[config.mk]
export PLATFORM = sky130hd
export DESIGN_NAME = hiss_tx_ser
export DESIGN_NICKNAME = d
export VERILOG_FILES = /design/src/rtl/hiss_tx_ser.sv
export SDC_FILE = /design/constraint.sdc
export NUM_CORES = 1
export LEC_CHECK = 0
export BUFFER_PORTS_ARGS = -buffer_cell sky130_fd_sc_hd__buf_2
export CORE_MARGIN = 3
export CORE_UTILIZATION = 55
export DETAILED_ROUTE_END_ITERATION = 6
export GPL_ROUTABILITY_DRIVEN = 0
export GPL_TIMING_DRIVEN = 0
export HOLD_SLACK_MARGIN = 0.12
export PLACE_DENSITY = 0.79
export SETUP_SLACK_MARGIN = 0.2
export SLEW_MARGIN = 20
export SYNTH_ARGS = -nofsm -noshare
export SYNTH_HDL_FRONTEND = slang
export SYNTH_SLANG_ARGS = --single-unit
[constraint.sdc]
create_clock -name pclk -period 2.66 [get_ports pclk]
set_input_delay 0.399 -clock pclk [delete_from_list [all_inputs] [get_ports pclk]]
set_output_delay 0.399 -clock pclk [all_outputs]
set_load 0.01 [all_outputs]
[src/rtl/hiss_tx_ser.sv]
// hiss_tx_ser: HISS serial transmitter, parallel I/Q samples framed onto two LVDS lines
//   pclk, n_p_reset          clock, asynchronous active-low reset
//   tx_en                    link enable level
//   sample_i/sample_q        DW-bit parallel sample, sample_valid / sample_ready handshake
//   hiss_txi/hiss_txq        serial lines (START=1, DW data bits MSB first, even parity)
//   hiss_txien/hiss_txqen    driver enables, busy = not OFF, tx_frames = completed frame count
module hiss_tx_ser #(
    parameter int DW   = 8,
    parameter int WARM = 4
) (
    input  logic          pclk,
    input  logic          n_p_reset,
    input  logic          tx_en,
    input  logic [DW-1:0] sample_i,
    input  logic [DW-1:0] sample_q,
    input  logic          sample_valid,
    output logic          sample_ready,
    output logic          hiss_txi,
    output logic          hiss_txq,
    output logic          hiss_txien,
    output logic          hiss_txqen,
    output logic          busy,
    output logic [15:0]   tx_frames
);
    typedef enum logic [2:0] {OFF, WARMUP, LINKIDLE, START, DATA, PARITY} state_t;
    state_t        state;
    logic [DW-1:0] sh_i, sh_q;
    logic          par_i, par_q;
    logic [4:0]    cnt;
    logic          drv_en;
    logic          accept;
    // ready is only ever raised in LINKIDLE and PARITY, so a handshake implies one of those states
    assign accept     = sample_ready & sample_valid;
    assign hiss_txien = drv_en;
    assign hiss_txqen = drv_en;
    always_ff @(posedge pclk or negedge n_p_reset) begin
        if (!n_p_reset) begin
            state        <= OFF;
            sh_i         <= '0;
            sh_q         <= '0;
            par_i        <= 1'b0;
            par_q        <= 1'b0;
            cnt          <= '0;
            drv_en       <= 1'b0;
            busy         <= 1'b0;
            sample_ready <= 1'b0;
            hiss_txi     <= 1'b0;
            hiss_txq     <= 1'b0;
            tx_frames    <= '0;
        end else begin
            sample_ready <= 1'b0;
            hiss_txi     <= 1'b0;
            hiss_txq     <= 1'b0;
            if (accept) begin
                state    <= START;
                sh_i     <= sample_i;
                sh_q     <= sample_q;
                par_i    <= ^sample_i;
                par_q    <= ^sample_q;
                hiss_txi <= 1'b1;
                hiss_txq <= 1'b1;
            end else begin
                case (state)
                    OFF: begin
                        if (tx_en) begin
                            state  <= WARMUP;
                            cnt    <= '0;
                            drv_en <= 1'b1;
                            busy   <= 1'b1;
                        end
                    end
                    WARMUP: begin
                        if (!tx_en) begin
                            state  <= OFF;
                            drv_en <= 1'b0;
                            busy   <= 1'b0;
                        end else if (cnt == 5'(WARM - 1)) begin
                            state        <= LINKIDLE;
                            sample_ready <= 1'b1;
                        end else begin
                            cnt <= cnt + 5'd1;
                        end
                    end
                    LINKIDLE: begin
                        if (!tx_en) begin
                            state  <= OFF;
                            drv_en <= 1'b0;
                            busy   <= 1'b0;
                        end else begin
                            sample_ready <= 1'b1;
                        end
                    end
                    START: begin
                        state    <= DATA;
                        cnt      <= '0;
                        hiss_txi <= sh_i[DW-1];
                        hiss_txq <= sh_q[DW-1];
                        sh_i     <= {sh_i[DW-2:0], 1'b0};
                        sh_q     <= {sh_q[DW-2:0], 1'b0};
                    end
                    DATA: begin
                        // cnt indexes the data bit currently on the line
                        if (cnt == 5'(DW - 1)) begin
                            state        <= PARITY;
                            hiss_txi     <= par_i;
                            hiss_txq     <= par_q;
                            sample_ready <= tx_en;
                            tx_frames    <= tx_frames + 16'd1;
                        end else begin
                            cnt      <= cnt + 5'd1;
                            hiss_txi <= sh_i[DW-1];
                            hiss_txq <= sh_q[DW-1];
                            sh_i     <= {sh_i[DW-2:0], 1'b0};
                            sh_q     <= {sh_q[DW-2:0], 1'b0};
                        end
                    end
                    PARITY: begin
                        if (tx_en) begin
                            state        <= LINKIDLE;
                            sample_ready <= 1'b1;
                        end else begin
                            state  <= OFF;
                            drv_en <= 1'b0;
                            busy   <= 1'b0;
                        end
                    end
                    default: begin
                        state  <= OFF;
                        drv_en <= 1'b0;
                        busy   <= 1'b0;
                    end
                endcase
            end
        end
    end
endmodule
# --- Word-level counts from Yosys, hierarchy flattened ---
# Index checks and enable logic that the tools add are counted.
word_totals:
  reg_bits: 46
  latch_bits: 0
  ramBits: 0
  mem_bits_ro: 0
  input_bits: 20
  output_inout_bits: 22
  elab_cells: 80
  memories: 0
classes:
  addsub: 2
  multipliers: 0
  n_div: 0
  magnitude_cmp: 0
  n_eq_ne: 17
  n_shift: 0
  n_mux: 34
  n_bitwise: 3
  n_reduce_logical: 13
op_table:
  columns: ["operator", "n"]
  rows:
  - ["two-way mux 8 bit", 4]
  - ["case mux 8 bit (2 select lines)", 2]
  - ["two-way mux 5 bit", 4]
  - ["case mux 5 bit (4 select lines)", 1]
  - ["two-way mux 3 bit", 6]
  - ["case mux 3 bit (6 select lines)", 1]
  - ["adder 16 x 1 -> 16 bit, second input constant", 1]
  - ["parity 8 bit", 2]
  - ["!= test 3 bit, second input constant", 4]
  - ["two-way mux 1 bit", 11]
  - ["!= test 2 bit, second input constant", 5]
  - ["AND reduction 4 bit", 2]
  - ["equality test 3 x 2 -> 1 bit, second input constant", 2]
  - ["equality test 3 bit, second input constant", 2]
  - ["case mux 1 bit (3 select lines)", 2]
  - ["AND reduction 6 bit", 1]
  - ["adder 5 x 1 -> 5 bit, second input constant", 1]
  - ["equality test 5 x 2 -> 1 bit, second input constant", 1]
  - ["equality test 5 x 3 -> 1 bit, second input constant", 1]
  - ["!= test 4 bit, second input constant", 1]
  - ["case mux 1 bit (2 select lines)", 2]
  - ["nonzero test 4 bit", 1]
  - ["OR reduction 2 bit", 2]
  - ["equality test 3 x 1 -> 1 bit, second input constant", 1]
  - ["other kinds (8)", 9]

# --- Longest topological paths before layout ---
depth:
  ltp_word: 5
  mapped_depth: 6
  ltp_nobuf: 5

# --- Worst setup path after synthesis ---
# Ideal clock, no wire load.
synth_timing:
  kind: "reg-to-reg"
  startpoint: "reg cnt[0]"
  endpoint: "reg sh_i[1]"
  setup_time_ps: 137
  t_arrival_ps: 1712
  setup_slack_ps: 811
  stages_incl_launch_ff: 7
  n_path_buf: 1
  period_less_slack_ps: 1849
  cell_sequence: "dfrtp_1 -> ha_1 -> and4bb_4 -> o31ai_4 -> buf_8 -> mux2i_1 -> a21oi_1"
synth_via:
  elab_chain_len: 3
synth_rtl:
  columns: ["item", "line_no", "text"]
  rows:
  - ["start: declaration", "29", "logic [4:0] cnt;"]
  - ["start signal: assignment", "81", "cnt <= cnt + 5'd1;"]
  - ["start signal: assignment", "110", "cnt <= cnt + 5'd1;"]
  - ["equality test 5 x 3 -> 1 bit", "103", "if (cnt == 5'(DW - 1)) begin"]
  - ["!= test 3 bit (no line)", null, null]
  - ["AND reduction 2 bit (no line)", null, null]
  - ["end signal: assignment", "56", "sh_i <= sample_i;"]
  - ["end signal: assignment", "98", "sh_i <= {sh_i[DW-2:0], 1'b0};"]
  - ["end signal: assignment", "113", "sh_i <= {sh_i[DW-2:0], 1'b0};"]
  - ["end: declaration", "27", "logic [DW-1:0] sh_i, sh_q;"]
# No other way between the ends.
# A chain may end at the register's enable or synchronous reset.

# --- Worst setup path after layout ---
layout_timing:
  startpoint: "reg cnt[0]"
  endpoint: "reg sh_i[4]"
# Same word-level chain as after synthesis.

==> insert_results.sql <==
INSERT INTO impl_metrics (metric_group, metric, value, unit) VALUES
('status', 'run_status', 'finished clean', ''),
('logic_synthesis', 'seq_area_frac_synth', '0.478', ''),
('clock_tree', 'number_of_post_cts_setup_repair_buffers', '0', ''),
('setup_path', 'setup.worst_path.end_class', 'register', ''),
('setup_path', 'critical_path.reg2reg.endpoint', 'sh_i[4]$_DFFE_PN0P_', ''),
('timing', 'finalHoldViolations', '0', ''),
('power_and_ir_drop', 'sw_power', '701', 'uW'),
('final_layout', 'fraction_of_final_layout_cells_sized_beyond_drive_strength_1', '0.225', ''),
('setup_path', 'path_cells', 'ha_1 > and4bb_4 > o31ai_4 > buf_8 > mux2i_1 > a21oi_1', ''),
('timing', 'setup-tns-final', '0', 'ns'),
('clock_tree', 'cts-buffers-inserted', '5', ''),
('global_routing', 'number_of_antenna_violations_at_the_first_check_in_global_routing', '0', ''),
('clock_tree', 'number_of_h_tree_levels', '2', ''),
('setup_path', 'critical_path.reg2reg.startpoint', 'cnt[0]$_DFFE_PN0P_', ''),
('run', 'timing.max_cap.violations', '0', ''),
('floorplanning', 'core.rowCount', '23', ''),
('final_layout', 'layout.cells.non_filler', '330', ''),
('setup_path', 'critPathLaunchType', 'register', ''),
('setup_path', 'slowest_delay', '0.47', 'ns'),
('timing', 'rsz0062_at_grt', 'no', ''),
('global_routing', 'grtUsageTotal', '0.199', ''),
('timing', 'fmax', '482', 'MHz'),
('power_and_ir_drop', 'vdd.ir_drop.worst', '0.000375', 'V'),
('power_and_ir_drop', 'power_report.internal_total', '1410', 'uW'),
('logic_synthesis', 'post_synth_num_cell_types', '44', ''),
('detailed_routing', 'vias', '1845', ''),
('logic_synthesis', 'synth_warnings', '0', ''),
('final_layout', 'diodes', '0', ''),
('logic_synthesis', 'primary_ff_master_synth', 'dfrtp_1', ''),
('floorplanning', 'die_width', '72.2', 'um'),
('power_and_ir_drop', 'power_frac_seq', '0.473', ''),
('setup_path', 'r2r.worst_path.cells', '6', ''),
('setup_path', 'critical-path-slowest-cell', 'o31ai_4', ''),
('timing', 'fin_crit', '2.08', 'ns'),
('detailed_routing', 'final_antenna_net_count', '0', ''),
('min_path', 'hold_path.class', 'in -> async', ''),
('logic_synthesis', 'synth_edf_count', '0', ''),
('timing', 'final_min_period_over_clock_period', '0.781', ''),
('floorplanning', 'num_ports', '42', ''),
('final_layout', 'area_growth_syn_to_layout', '15.2', '%'),
('timing', 'timing.slew.headroom', '0.588', ''),
('clock_tree', 'longest_clk_path_bufs', '2', ''),
('logic_synthesis', 'syn_avg_cell_area', '10.4', 'um2'),
('detailed_routing', 'drcViolationCount', '0', ''),
('detailed_routing', 'detail_route.wirelength', '4650', 'um'),
('global_routing', 'grt_first_pass_wirelength', '8120', 'um'),
('timing', 'final_setup_violation_count', '0', ''),
('timing', 'drv_slew', '0', ''),
('power_and_ir_drop', 'power.density_cell_area', '762', 'nW/um2'),
('clock_tree', 'worst_skew_pair.late_latency', '0.30', 'ns'),
('power_and_ir_drop', 'power.leakage', '0.00119', 'uW'),
('logic_synthesis', 'synthesis.instances', '231', ''),
('floorplanning', 'initial_utilization', '0.585', ''),
('logic_synthesis', 'yosys_register_bits', '46', ''),
('detailed_routing', 'vias_per_cell', '5.59', ''),
('setup_path', 'required', '2.82', 'ns'),
('clock_tree', 'cts-hold-fix-buffers', '0', ''),
('timing', 'timing_worst_slew_pin_value', '0.610', 'ns'),
('floorplanning', 'die_area', '5210', 'um2'),
('floorplanning', 'core-area', '4120', 'um2'),
('clock_tree', 'cts.sink_count', '46', ''),
('setup_path', 'crit_type', 'reg -> reg', ''),
('final_layout', 'fin_nets', '301', ''),
('setup_path', 'worstPathArrival', '2.24', 'ns'),
('timing', 'worst_clock_skew', '0.00643', 'ns'),
('global_routing', 'first_global_vias', '1773', ''),
('global_routing', 'grt_max_degree', '47', ''),
('placed_design', 'dpl.cell_count', '322', ''),
('detailed_routing', 'wl_per_cell', '14.1', 'um'),
('placed_design', 'hpwlAfterDp', '3410', 'um'),
('detailed_routing', 'detailedRoute.firstPassIterationCount', '4', '');
-- metal layers --
| metal | track usage | wire length (um) |
|---|---|---|
| met3 | 0.0388 | 172 |
| met2 | 0.316 | 2180 |
| met5 | 0 | 0 |
| met4 | 0.0814 | 71 |
| met1 | 0.266 | 2230 |
-- area by class of cell --
type	instances	area, um2
repair buffers	41	208
clock buffers	6	82.6
multi-input cells	170	1180
inverters	5	18.8
flip-flops and latches	46	1150
plain buffers	10	57.6
well taps	50	62.6
clock inverters	2	12.5
fillers	341	1340
-- power by group through the flow --
stage	sequential, uW	clock, uW	combinational, uW
after floorplan	988	0	514
after global placement	1000	0	656
after detailed placement	1010	0	676
after CTS	997	458	678
after global routing	1030	483	763
final	999	442	673
-- metrics by stage --
stage	cell area, um2	util	hold slack (ns)	setup WS, ns	total power [uW]
2_1_floorplan	2410	-	0.103	0.811	1500
3_3_place_gp	2680	0.650	0.455	0.636	1660
3_5_place_dp	2680	0.650	0.464	0.602	1690
4_1_cts	2770	0.673	0.292	0.593	2130
5_1_grt	2770	0.674	0.132	0.463	2280
6_report	2770	0.674	0.0846	0.584	2110
-- cell usage after synthesis, types with 3 or more instances --
cell | count | area (um2)
dfrtp_1 | 46 | 1150
xnor2_1 | 28 | 245
nor2_1 | 20 | 75.1
a21oi_1 | 18 | 90.1
mux2i_1 | 15 | 150
nand2_1 | 12 | 45.0
nand3_1 | 12 | 60.1
o21ai_0 | 10 | 50.1
nand4_1 | 7 | 43.8
clkbuf_1 | 6 | 22.5
inv_1 | 5 | 18.8
and3_1 | 3 | 18.8
nor3_1 | 3 | 15.0
nor4_1 | 3 | 18.8
o22a_1 | 3 | 26.3
-- cells in the final DEF (no fill, tap or decap), drive strengths merged, types with 2 or more instances in the layout --
cell / instances
nor3b: 2
nand4: 7
nand3b: 2
mux2: 2
nor4: 3
dfrtp: 46
nor3: 4
and2: 3
nor2b: 2
and3: 3
ha: 2
nand2b: 2
o31a: 2
o21ai: 10
nor4b: 2
mux2i: 15
a221o: 2
xnor2: 28
inv: 5
nand2: 12
a21oi: 18
nor2: 20
nand3: 12
o22a: 3
buf: 45
a2bb2oi: 2
clkbuf: 12
-- worst max-delay path by stage --
stage                             from             endpoint  cells past startpoint
global placement    cnt[0]$_DFFE_PN0P_  sh_i[3]$_DFFE_PN0P_                      6
finish              cnt[0]$_DFFE_PN0P_  sh_i[4]$_DFFE_PN0P_                      6
global route        cnt[0]$_DFFE_PN0P_  sh_i[2]$_DFFE_PN0P_                      6
CTS                 cnt[0]$_DFFE_PN0P_  sh_i[4]$_DFFE_PN0P_                      6
floorplan           cnt[0]$_DFFE_PN0P_  sh_i[1]$_DFFE_PN0P_                      6
detailed placement  cnt[0]$_DFFE_PN0P_  sh_i[4]$_DFFE_PN0P_                      6
-- critical path: cells and delay by family, from the launching register on --
family	cells	cell delay, ns
AOI/OAI and AO/OA	2	0.55
DFF	1	0.42
adders and majority gates	1	0.29
and+or+nand+nor	1	0.25
buffers and inverters	1	0.22
muxes	1	0.20
-- registers in the layout, summed over array words and instances (netlist names) --
signal        cells
hiss_txien        1
sh_i              8
state             3
par_q             1
par_i             1
hiss_txi          1
tx_frames        16
sh_q              8
cnt               5
hiss_txq          1
sample_ready      1
-- cell families (layout without fill, tap and decap cells) --
| group | count (synthesis) | count (layout) | synth area share |
|---|---|---|---|
| DFF | 46 | 46 | 0.478 |
| buffers and inverters | 15 | 64 | 0.0317 |
| muxes | 17 | 17 | 0.0717 |
| AOI/OAI and AO/OA | 44 | 44 | 0.121 |
| xor gates and xnor gates | 29 | 29 | 0.106 |
| and+or+nand+nor | 78 | 78 | 0.181 |
| adders and majority gates | 2 | 2 | 0.0104 |
No activity file was read; power rests on OpenSTA's default activity.
